--- config.mk ---
export PLATFORM = sky130hd
export DESIGN_NAME = timer_seq_ctrl
export DESIGN_NICKNAME = d
export VERILOG_FILES = /design/src/rtl/timer_seq_ctrl.sv
export SDC_FILE = /design/constraint.sdc
export NUM_CORES = 1
export LEC_CHECK = 0
export ABC_AREA = 1
export BUFFER_PORTS_ARGS = -buffer_cell sky130_fd_sc_hd__buf_4
export CAP_MARGIN = 20
export CELL_PAD_IN_SITES_DETAIL_PLACEMENT = 1
export CELL_PAD_IN_SITES_GLOBAL_PLACEMENT = 1
export CORE_MARGIN = 4
export CORE_UTILIZATION = 39
export DETAILED_ROUTE_END_ITERATION = 10
export PLACE_DENSITY_LB_ADDON = 0.1
export SKIP_CTS_REPAIR_TIMING = 1
export SLEW_MARGIN = 10
export SYNTH_ARGS = -nofsm -noshare
export SYNTH_HDL_FRONTEND = slang
export SYNTH_SLANG_ARGS = --single-unit
--- constraint.sdc ---
create_clock -name clk -period 2 [get_ports clk]
set_clock_uncertainty 0.15 [all_clocks]
set_input_delay 0.3 -clock clk [delete_from_list [all_inputs] [get_ports clk]]
set_output_delay 0.3 -clock clk [all_outputs]
set_load 0.01 [all_outputs]
--- src/rtl/timer_seq_ctrl.sv ---
// Load/prescale/expiry sequencer for the timer's cascaded 4-bit counter stages.
// Define TIMER_EXPCNT_EN to build the saturating expiry counter on exp_cnt.
module timer_seq_ctrl #(
    parameter int W     = 4,
    parameter int PRE_W = 8
) (
    input  logic             clk,
    input  logic             clr_b,
    input  logic             start,
    input  logic             stop,
    input  logic             periodic,
    input  logic [W-1:0]     preset,
    input  logic [PRE_W-1:0] prescale,
    input  logic             cnt_tc,
    output logic             cnt_load,
    output logic             cnt_en,
    output logic [W-1:0]     cnt_din,
    output logic             irq,
    output logic             busy,
    output logic [7:0]       exp_cnt
);

    typedef enum logic [1:0] {
        S_IDLE,
        S_LOAD,
        S_RUN
    } state_t;

    state_t           state_q, state_d;
    logic [W-1:0]     din_q, din_d;
    logic [PRE_W-1:0] pre_q, pre_d;
    logic [PRE_W-1:0] pc_q, pc_d;
    logic             per_q, per_d;
    logic             irq_q, irq_d;
    logic             load_q, load_d;
    logic             busy_q, busy_d;
    logic             tick;
    logic             accept;
    logic             expire;

    assign tick   = (state_q == S_RUN) && (pc_q == pre_q);
    assign cnt_en = tick & ~stop;
    assign expire = cnt_en & cnt_tc;
    assign accept = (state_q == S_IDLE) & start & ~stop;

    always_comb begin
        state_d = state_q;
        din_d   = din_q;
        pre_d   = pre_q;
        pc_d    = pc_q;
        per_d   = per_q;
        irq_d   = 1'b0;
        unique case (state_q)
            S_IDLE: begin
                if (accept) begin
                    din_d   = preset;
                    pre_d   = prescale;
                    per_d   = periodic;
                    state_d = S_LOAD;
                end
            end
            S_LOAD: begin
                pc_d    = '0;
                state_d = stop ? S_IDLE : S_RUN;
            end
            S_RUN: begin
                pc_d = tick ? '0 : pc_q + PRE_W'(1);
                if (stop) begin
                    state_d = S_IDLE;
                end else if (expire) begin
                    irq_d   = 1'b1;
                    state_d = per_q ? S_LOAD : S_IDLE;
                end
            end
            default: state_d = S_IDLE;
        endcase
        load_d = (state_d == S_LOAD);
        busy_d = (state_d != S_IDLE);
    end

    always_ff @(posedge clk or negedge clr_b) begin
        if (!clr_b) begin
            state_q <= S_IDLE;
            din_q   <= '0;
            pre_q   <= '0;
            pc_q    <= '0;
            per_q   <= 1'b0;
            irq_q   <= 1'b0;
            load_q  <= 1'b0;
            busy_q  <= 1'b0;
        end else begin
            state_q <= state_d;
            din_q   <= din_d;
            pre_q   <= pre_d;
            pc_q    <= pc_d;
            per_q   <= per_d;
            irq_q   <= irq_d;
            load_q  <= load_d;
            busy_q  <= busy_d;
        end
    end

    assign cnt_load = load_q;
    assign cnt_din  = din_q;
    assign irq      = irq_q;
    assign busy     = busy_q;

`ifdef TIMER_EXPCNT_EN
    logic [7:0] exp_q, exp_d;

    // cleared on a new start, otherwise counts expiries and sticks at 255
    always_comb begin
        exp_d = exp_q;
        if (accept) begin
            exp_d = '0;
        end else if (expire && (exp_q != 8'hFF)) begin
            exp_d = exp_q + 8'd1;
        end
    end

    always_ff @(posedge clk or negedge clr_b) begin
        if (!clr_b) begin
            exp_q <= '0;
        end else begin
            exp_q <= exp_d;
        end
    end

    assign exp_cnt = exp_q;
`else
    assign exp_cnt = '0;
`endif

endmodule

==> metrics.txt <==
outcome finished, final reports clean; critical-path maximum fanout 4; synth warn 0; Final Setup Violations 0; Top-Level Pins 34; number of synthesized flops with an enable pin 0; Synth Cell Area 1493 sq um; Synth Instances 186; Int Power 1.355 mW; NetSw 0.9466 mW; grt met3 use 3.165%; Hold Slack 0.09408 ns; initial antenna violation count 0; final-report max-slew violation count 0; Comb pwr share 47.6%; crit-path most repeated cell inv_2; CP Depth 7; Synth Flop Type dfrtp_1; PortBufs 25; vias per cell 4.673; DR DRC count 0; layout cell share with drive strength beyond 1 34.84%; Clock Pin Slew Worst Setup and Hold Paths 0.09 ns; Slowest-stage cell, CP dfrtp_1; Fmax 526.6 MHz; vias in the first global route 1361; sequential area share after synthesis 43.59%; busiest layer in global routing met2; Nets 245; Worst Hold Class in -> reg; Final Hold Vio Count 0; PwrDens 1233 nW/um^2; drt pass-1 iters 4; GPL Wtd Cong 0.8852; Avg Synthesized Cell Area 8.025 sq um; Async SR Flop Fraction 100.0%; pin count of the biggest net entering global routing 27; met2 Usage GRT 27.49%; LEAKAGE 0.9735 nW; CTS Sinks 26; CTS Buf Count 3; Netlist cell types 27; reg2reg path depth 12; HPWL Detailed 2.763 mm; Root Buffer clkbuf_8; final period utilization 94.95%; leading area contributor after synthesis dfrtp_1; max capacitance violation total 0; cells taking the most area after synthesis dfrtp_1 44%, nand2_1 11%, inv_1 6.3%; Vert. Die Dim 69.87 um; crit end category primary output; total number of vias 1257; CTS tree yes; Reg power frac 37.0%; top post-synthesis cells by count 43 x nand2_1, 26 x dfrtp_1, 25 x inv_1; cell with the most instances after synthesis nand2_1; Synth Register Bits 26; GRT Util Overall 15.64%; VDD IR max 0.0004360 V; Largest stage delay, worst path 0.41 ns; Area Growth Syn to Fin 25.06%; core area 3689 sq um; crit path launch type flip-flop; cell chain of the critical path inv_2 > ha_4 > nand4_1 > nor2_4 > nand2_2 > inv_2 > buf_6; clock tree buffer depth 2; first-pass GRT wire length 6.161 mm; Total Power 2.301 mW; grt total ovfl 0; Initial Util 40.47%; worst path bufs/invs 3; fill cell count 468; crit path DAT 1.45 ns; Hold Crit Depth 3; Routed WL 3.591 mm; Finished Cell Area 1867 sq um; # diodes 0; die area 4881 sq um; First DRT Iteration DRCs 11; wire length per cell 13.35 um; Sw Ratio 41.13%; Tmin final 1.899 ns; area share of the largest cell type after synthesis 43.59%; Clock Latency Late Sink 0.28 ns; dpl cell area 1720 sq um; Req. time, crit path 1.55 ns; H-tree depth 1; met1 usage 18.19%; Site Rows 22; Clk pwr share 15.4%; antenna-violating nets left 0; CP delay by family, top flip-flops; Die W 69.87 um; Crit Path Category reg -> out
==> stage by stage <==
step                      util (%)  instances  setup WS (ns)   TNS (ns)
after floorplan                  -        193         0.3098          0
after global placement       46.64        259         0.2062          0
after detailed placement     46.64        259         0.1052          0
after CTS                    48.13        263        -0.1461    -0.1461
after global routing         50.61        269      -0.004162  -0.004162
final                        50.61        269         0.1011          0
==> power groups by stage <==
stage | clock network, mW | registers, mW | logic, mW
after floorplan | 0 | 0.846 | 0.667
after global placement | 0 | 0.835 | 0.973
after detailed placement | 0 | 0.851 | 1.03
after CTS | 0.373 | 0.843 | 1.03
after global routing | 0.395 | 0.882 | 1.22
final | 0.355 | 0.852 | 1.09
==> worst paths after layout <==
check                            from          to  slack (ns)
min                            cnt_tc         irq        0.09
max in group asynchronous       clr_b     pc_q[3]        1.11
min in group asynchronous       clr_b    pre_q[2]        0.32
max reg2reg                state_q[0]    cnt_load        0.14
min reg2reg                cnt_din[1]  cnt_din[1]        0.37
max                        state_q[0]      cnt_en        0.10
==> state kept, by name, summed over array words and instances (netlist names) <==
name      count
per_q         1
pre_q         8
cnt_din       4
state_q       2
pc_q          8
irq           1
cnt_load      1
busy          1
==> final cells by class <==
cell class	instances	area (sq um)	share of cell area, %
multi-input combinational	125	714.4	38.27
inverter	32	120.1	6.434
clock buffer	4	55.05	2.949
timing repair buffer	34	261.5	14.01
tap	48	60.06	3.217
sequential	26	655.6	35.12
==> worst reg2reg max path: stages (launching register included) <==
cell and delay (ns):
dfrtp_1 0.41, inv_2 0.12, ha_4 0.16, inv_2 0.06, nor2_1 0.12, nand3_1 0.10
nor2_1 0.12, nand4_1 0.13, nand2_1 0.10, nand3_1 0.07, nand2_1 0.08, nand2_2 0.07
nor2_1 0.10
==> cell families after synthesis <==
logic type	count (synthesis)	synth area share, %
compound gates	12	4.526
xor+xnor	2	1.174
mux	7	5.197
other cells	1	0.2512
simple gates	91	28.42
fa+ha+maj	5	4.191
flops	26	43.59
buf+inv	42	12.66
==> layout by cell type (no fill, tap or decap) <==
master / n
buf_4: 32
conb_1: 8
ha_1: 4
nand4_1: 2
or2_1: 1
nand3_1: 8
o21ai_0: 1
nand2_1: 37
nor2_4: 3
mux2i_1: 1
nor3_1: 5
dfrtp_2: 4
clkbuf_8: 4
a211oi_2: 1
nand2_2: 7
nor2_1: 20
a21oi_1: 10
buf_6: 1
mux2_2: 6
nand3_2: 1
xnor2_1: 1
inv_1: 22
ha_4: 1
xor2_1: 1
dlygate4sd3_1: 1
nor3b_2: 1
inv_2: 10
nand2_4: 1
dfrtp_1: 22
nand4_2: 1
nor2_2: 4
==> per-layer routing <==
metal	share of wire, %	wire (um)	up-vias
li1	-	-	626
met1	42	1521	602
met2	52	1856	24
met3	4.0	144	5
met4	1.9	69	0
met5	0	0	-
No activity file was read; power rests on OpenSTA's default activity.
